==> src/rtl/sensor_conditioner.sv <==
// Sensor front-end: 2-flop synchronisers and debouncers for four binary sensors
// (fire alarm asserts immediately), plus a 4-tap running-average temperature filter.
module sensor_conditioner #(
  parameter int DB_CYCLES = 4,
  parameter int CNT_W     = 3,
  parameter int TEMP_W    = 7,
  parameter int TEMP_MAX  = 119
) (
  input  logic              Clk,
  input  logic              Rst_n,
  input  logic              raw_fd,
  input  logic              raw_rd,
  input  logic              raw_w,
  input  logic              raw_fa,
  input  logic [TEMP_W-1:0] temp_raw,
  input  logic              temp_valid,
  output logic              SFD,
  output logic              SRD,
  output logic              SW,
  output logic              SFA,
  output logic [TEMP_W-1:0] ST,
  output logic              st_update,
  output logic              temp_fault
);

  localparam int N_CH  = 4;
  localparam int CH_FA = 3;
  localparam int SUM_W = TEMP_W + 2;

  // ---------------------------------------------------------------------------
  // Binary sensors
  // ---------------------------------------------------------------------------
  logic [N_CH-1:0]  raw;
  logic [N_CH-1:0]  s1;
  logic [N_CH-1:0]  s2;
  logic [N_CH-1:0]  db;
  logic [CNT_W-1:0] cnt [N_CH];

  assign raw = {raw_fa, raw_w, raw_rd, raw_fd};

  // NOTE: sequential state uses non-blocking assignments only, so every flop
  // samples the pre-edge value of its neighbours (s2 <= s1 really delays).
  always_ff @(posedge Clk or negedge Rst_n) begin
    if (!Rst_n) begin
      s1 <= '0;
      s2 <= '0;
      db <= '0;
      for (int i = 0; i < N_CH; i++) cnt[i] <= '0;
    end else begin
      s1 <= raw;
      s2 <= s1;
      for (int i = 0; i < N_CH; i++) begin
        if (s2[i] == db[i]) begin
          cnt[i] <= '0;
        end else if (i == CH_FA && s2[i]) begin
          // Fire alarm assertion is safety-critical: no debounce delay.
          db[i]  <= 1'b1;
          cnt[i] <= '0;
        end else if (cnt[i] == CNT_W'(DB_CYCLES - 1)) begin
          db[i]  <= s2[i];
          cnt[i] <= '0;
        end else begin
          cnt[i] <= cnt[i] + 1'b1;
        end
      end
    end
  end

  assign {SFA, SW, SRD, SFD} = db;

  // ---------------------------------------------------------------------------
  // Temperature filter
  // ---------------------------------------------------------------------------
  logic [TEMP_W-1:0] taps [4];
  logic [SUM_W-1:0]  sum;
  logic [SUM_W-1:0]  sum_n;
  logic              primed;
  logic              good;
  logic              bad;

  assign good  = temp_valid && (temp_raw <= TEMP_W'(TEMP_MAX));
  assign bad   = temp_valid && !good;
  assign sum_n = sum - SUM_W'(taps[3]) + SUM_W'(temp_raw);

  // NOTE: the tap array is reset because a re-primed filter must never see
  // stale samples; it is only four registers, not a RAM.
  always_ff @(posedge Clk or negedge Rst_n) begin
    if (!Rst_n) begin
      for (int i = 0; i < 4; i++) taps[i] <= '0;
      sum        <= '0;
      primed     <= 1'b0;
      ST         <= '0;
      st_update  <= 1'b0;
      temp_fault <= 1'b0;
    end else begin
      st_update <= good;
      if (bad) begin
        temp_fault <= 1'b1;
      end else if (good) begin
        temp_fault <= 1'b0;
      end
      if (good) begin
        if (!primed) begin
          // First sample fills the window so the average starts at that value.
          for (int i = 0; i < 4; i++) taps[i] <= temp_raw;
          sum    <= {temp_raw, 2'b00};
          ST     <= temp_raw;
          primed <= 1'b1;
        end else begin
          taps[0] <= temp_raw;
          taps[1] <= taps[0];
          taps[2] <= taps[1];
          taps[3] <= taps[2];
          sum     <= sum_n;
          ST      <= sum_n[SUM_W-1:2];
        end
      end
    end
  end

endmodule

==> config.mk <==
export PLATFORM = sky130hd
export DESIGN_NAME = sensor_conditioner
export DESIGN_NICKNAME = d
export VERILOG_FILES = /design/src/rtl/sensor_conditioner.sv
export SDC_FILE = /design/constraint.sdc
export NUM_CORES = 1
export LEC_CHECK = 0
export BUFFER_PORTS_ARGS = -buffer_cell sky130_fd_sc_hd__buf_2
export CORE_MARGIN = 1.5
export CORE_UTILIZATION = 55
export DETAILED_ROUTE_END_ITERATION = 10
export GPL_TIMING_DRIVEN = 0
export PLACE_DENSITY = 0.83
export SYNTH_ARGS = -nofsm -noshare
export SYNTH_HDL_FRONTEND = slang
export SYNTH_SLANG_ARGS = --single-unit
==> constraint.sdc <==
create_clock -name Clk -period 5.1 [get_ports Clk]
set_clock_uncertainty 0.05 [all_clocks]
set_input_delay 0.255 -clock Clk [delete_from_list [all_inputs] [get_ports Clk]]
set_output_delay 0.255 -clock Clk [all_outputs]
set_load 0.01 [all_outputs]
Word-level counts from Yosys, hierarchy flattened
Cells that the tools add are included.

Bits in read-only memories: 0. Bits of input ports: 14. Memories kept: 0. RAM bits: 0. Flip-flop bits (word level): 71. Bits in latches: 0. Word-level logic and storage cells: 63. Output and inout bits: 13.

Bitwise logic cells: 4. Divide/modulo/power cells: 0. Multiply operators: 0. Magnitude comparators: 1. Reductions and logical operators: 9. Muxes and demuxes: 16. Equal/unequal tests: 8. Shift operators: 0. $add $sub $neg: 6.

Operator list (count): $mux 3 (9); $mux 21 (1); $add 3x1->3 const B (4); $eq 3x2->1 const B (4); $add 9x7->9 (1); $mux 9 (1); $sub 9x7->9 (1); $reduce_and 2->1 (4); $le 7x7->1 const B (1); $mux 7 (1); $eq 1x1->1 (4); $mux 1 (4); $not 1->1 (4); $reduce_bool 2->1 (2); $logic_and 1x1->1 (2); $logic_not 1->1 (1).

Logic depth before layout (Yosys ltp)
Depth in word-level cells: 5. Mapped depth: 11. Depth with buffers taken out: 11.

Worst setup path before layout
Ideal clock, no wire load.

Kind: register -> register. Start point: register taps[1] (netlist name). End point: register ST[6]. Path slack: 2.863 ns. Cell stages (with the launch flop): 8. Arrival time: 2.057 ns. Buffers on the path: 0. Clock period less this slack: 2.237 ns. Setup time: 0.130 ns. Required time: 4.920 ns. Cell sequence: dfrtp_1 fa_1 fa_1 nand2b_2 a211oi_2 nor4_1 nor3_1 nand3_1.

Longest elaborated chain between the ends: 3.

RTL lines: start: declaration (line 74) `logic [TEMP_W-1:0] taps [4];`; $sub 9x7->9 (line 83) `assign sum_n = sum - SUM_W'(taps[3]) + SUM_W'(temp_raw);`; $add 9x7->9 (line 83); $mux 7 (line 103) `if (!primed) begin`; end signal: assignment (line 107) `ST <= temp_raw;`; end signal: assignment (line 115) `ST <= sum_n[SUM_W-1:2];`; end: declaration (line 21) `output logic [TEMP_W-1:0] ST,`.

No other way between the ends. A chain may end at the register's enable or synchronous reset.

Worst setup path in the final report
Start point: register sum[1]. End point: register ST[4].

Longest elaborated chain between the ends: 3.

RTL lines: start: declaration (line 75) `logic [SUM_W-1:0] sum;`; start signal: assignment (line 106) `sum <= {temp_raw, 2'b00};`; start signal: assignment (line 114) `sum <= sum_n;`; $sub 9x7->9 (line 83); $add 9x7->9 (line 83); $mux 7 (line 103).

No other way between the ends.

==> flow_results.org <==
** STA
- Clock period minus final worst setup slack :: 2.46 ns
- The worst pin sits at a relative slew slack of ~47%.
- Hold slack :: about 0.080 ns
- The max-slew violation total from the final report came to 0.
- Period utilisation layout :: 48.3%
- The number of hold-slack violations in the final timing report was 0.
- Finish-stage setup viols :: 0
- Setup repair after global routing left no endpoint under its margin.
- Slew at the pin with the worst max-slew slack :: roughly 0.79 ns
- Max Fclk :: between 400 and 500 MHz
- Total negative slack for setup checks :: 0 ns

** Worst setup path
- By startpoint and endpoint, the worst setup path is classified as register to register.
- Worst Setup Start Kind :: register
- Together, buffers and inverters on the worst path number 1.
- Required time at the worst-slack endpoint :: 5.31 ns
- Worst Setup SP :: sum[1]
- Cell type group with the largest total delay on the critical path :: adder cells
- Cell count of the worst reg-to-reg path :: 8
- CP endpoint kind :: register
- Worst reg2reg startpoint :: sum[1]
- Among the stages of the critical path, the cell type that occurs most often is fa_1.
- R2R setup slack :: approximately 2.6 ns
- Cell with the biggest individual delay on the critical path :: fa_1
- The most critical setup path has its endpoint at ST[4].
- End of the worst register-to-register path :: ST[4]
- Stages on the worst setup path :: 8
- For this run, the slowest stage of the critical path takes approximately 0.47 ns.
- Data arrives at the worst endpoint at 2.67 ns.
- The critical path goes through inv_1 -> fa_1 -> fa_1 -> nand2b_2 -> a21oi_2 -> a31oi_1 -> xor2_1 -> o31ai_2.
- Of all nets on the critical path, the largest fanout is 3.

** Die
- 27 I/O pins were placed.
- Die W :: just under 80 um
- Die Area :: 0.00611 mm^2
- Once the floorplan was initialized, standard cells occupied 56.8% of the core.
- Die extent in y :: 78.2 um
- In this run the standard cell core region covers ~0.0055 mm^2.
- Placement Rows :: 27

** Yosys
- In this run, synthesis inferred 0 flip-flops with an integrated enable.
- Cell count after synthesis :: between 300 and 400
- Summing the sequential cell areas from Yosys gives 51.5% of the chip area.
- In the post-synthesis netlist, the biggest area contributors are dfrtp_1, ha_1, o21ai_0, nand2_1, fa_1.
- In this run the biggest area consumer among cell types represents between 50% and 60% of the synthesized area.
- Register bit total from synthesis :: 64
- Cell taking the most area after synthesis :: dfrtp_1
- List of most frequent post-synthesis cells :: dfrtp_1, nand2_1, inv_1
- Post-synth top flop :: dfrtp_1
- Number of different library cells in the post-synthesis netlist :: between 40 and 50
- Post-Synthesis Net Count :: 340
- The cell area that synthesis handed to floorplanning was ~0.0031 mm^2.
- Post-synthesis async set-or-reset flop share :: 100%
- A synthesized cell averages 10.2 um^2.
- Among all cell types in the netlist, the one instantiated most often is dfrtp_1.
- For this run, the number of Yosys warnings is 0.

** Run status
- The run finished with clean final reports.

** Layout
- The net count of the finished layout is roughly 380.
- Compared with the post-synthesis result, the final layout area differs by 16.2%.
- Fraction of layout instances using a drive strength above 1 :: between 15 and 20%
- Post-layout utilization of the core :: roughly 66%
- Number of diodes added for antenna fixing :: 0

** Place
- Port Buffer Count :: 26
- RD Place Congestion :: 0.902
- Dpl hpwl :: 4590 um

** Clock tree
- Root Driver :: clkbuf_8
- At the later pin of the worst-skew pair, clock insertion delay measures 0.35 ns.
- # Post-CTS Setup Buffers :: 0
- Number of resized instances in the post-cts repair step :: 0
- The H-tree was split into 3 levels.
- Hold-fix buffers, CTS :: 4
- The clock drives 64 sinks.
- TritonCTS created 9 clock buffers.
- Reg clk slew, reported paths :: 0.07 ns
- TritonCTS built the clock tree.
- The clock passes through at most 2 buffers.

** Route
- Vias per std cell :: between 5 and 6
- Detail-routed net length per standard cell :: between 15 and 20 um
- The highest layer touched by signal routing is met4.
- In the routed design, unresolved DRC markers number 0.
- Summed over all nets, wire length on met2 after detailed routing comes to 3090 um.
- After the first detailed-routing iteration, the DRC count stood at around 170.
- For this block, the via count after detailed routing is approximately 2,300.
- The first detailed-routing pass ran for 5 iterations.
- Antenna Nets Post-Route :: 0
- In the detailed route, the total length drawn on met3 is about 400 um.
- M1 wire length :: 2790 um
- Summed over all layers, the routed wires come to between 6000 and 7000 um.

** Power and ir drop
- In this run the static leakage power is 1.77 nW.
- Power Density :: 554 mW/mm^2
- Peak supply drop :: between 0.4 and 0.5 mV

** Hold path
- The min-delay analysis places its worst path in the category primary input to register.

** GRT
- The first global-routing pass estimated around 11,000 um of wire.
- Total congestion overflow after global routing :: 0
- GRT Total Usage :: roughly a quarter
- Number of antenna violations at the first check in global routing :: 0
- Entering global routing, the biggest net connects 65 pins.
- The via count of the first global-routing pass was 2,362.

** Job
- Max-cap violations in this run came to 0.
## layer usage
metal	global-route usage, %	vias up
li1	-	1101
met1	30.4	1140
met2	36.3	72
met3	8.72	17
met4	8.57	0
met5	0	-
## worst min path at each step
stage	start	to	slack, ns	depth (start not counted)
3_5_place_dp	s1[3]	s2[3]	0.29	0
4_1_cts	temp_raw[0]	taps[21]	0.07	3
6_report	temp_raw[0]	taps[21]	0.08	3
5_1_grt	temp_raw[0]	taps[21]	0.09	3
3_3_place_gp	s1[1]	s2[1]	0.28	0
2_1_floorplan	Rst_n	ST[0]	-0.09	0
## final cells by class
class	count	area, um^2
fillers	459	1860
repair buffers	31	183
plain buffers	19	133
clock buffers	11	151
well taps	72	90.1
clock inverters	5	78.8
flip-flops and latches	64	1600
inverters	32	120
multi-input cells	191	1250
## state kept, by name, indices dropped and copies added, names as in the netlist
name / cells
st_update: 1
sum: 2
s2: 4
taps: 28
temp_fault: 1
db: 4
ST: 7
s1: 4
cnt: 12
primed: 1
## layout by cell type (no fill, tap or decap), types with 8 or more instances in the layout
| master | n |
|---|---|
| inv_1 | 30 |
| buf_4 | 9 |
| dfrtp_1 | 64 |
| clkbuf_8 | 12 |
| nor2b_1 | 8 |
| nor2_1 | 11 |
| o21ai_0 | 29 |
| a21oi_1 | 27 |
| ha_1 | 13 |
| buf_2 | 30 |
| nand2_1 | 38 |
## worst reg2reg max path: stages, from the launching register on
cell	delay, ns
dfrtp_1	0.39
inv_1	0.07
fa_1	0.46
fa_1	0.47
nand2b_2	0.23
a21oi_2	0.17
a31oi_1	0.12
xor2_1	0.17
o31ai_2	0.22
## logic make-up (layout without fill, tap and decap cells)
logic type               Yosys count  in the layout  synth area share, %
buffers and inverters             51             98                 8.13
adder cells (fa/ha/maj)           20             20                 9.74
flip-flops                        64             64                 51.5
AO/OA/AOI/OAI                     75             75                 14.1
XOR/XNOR                           6              6                 1.69
multiplexers                       5              5                 1.73
AND/OR/NAND/NOR                   85             85                 13.1
## power breakdown
| group | switching, mW | total (mW) | leakage [nW] | internal (mW) |
|---|---|---|---|---|
| clock network | 0.197 | 0.497 | 0.119 | 0.301 |
| registers | 0.0702 | 0.686 | 0.789 | 0.616 |
| logic | 0.433 | 0.818 | 0.857 | 0.385 |
| total | 0.700 | 2.00 | 1.77 | 1.30 |
## stage by stage
stage	instances	setup WS [ns]	instance area [um^2]	total power, mW
after floorplan	306	2.86	3110	1.31
after global placement	404	2.68	3330	1.47
after detailed placement	404	2.61	3330	1.51
after CTS	424	2.63	3600	2.01
after global routing	425	2.54	3610	2.16
final	425	2.64	3610	2.00
(Power assumes the default switching activity.)
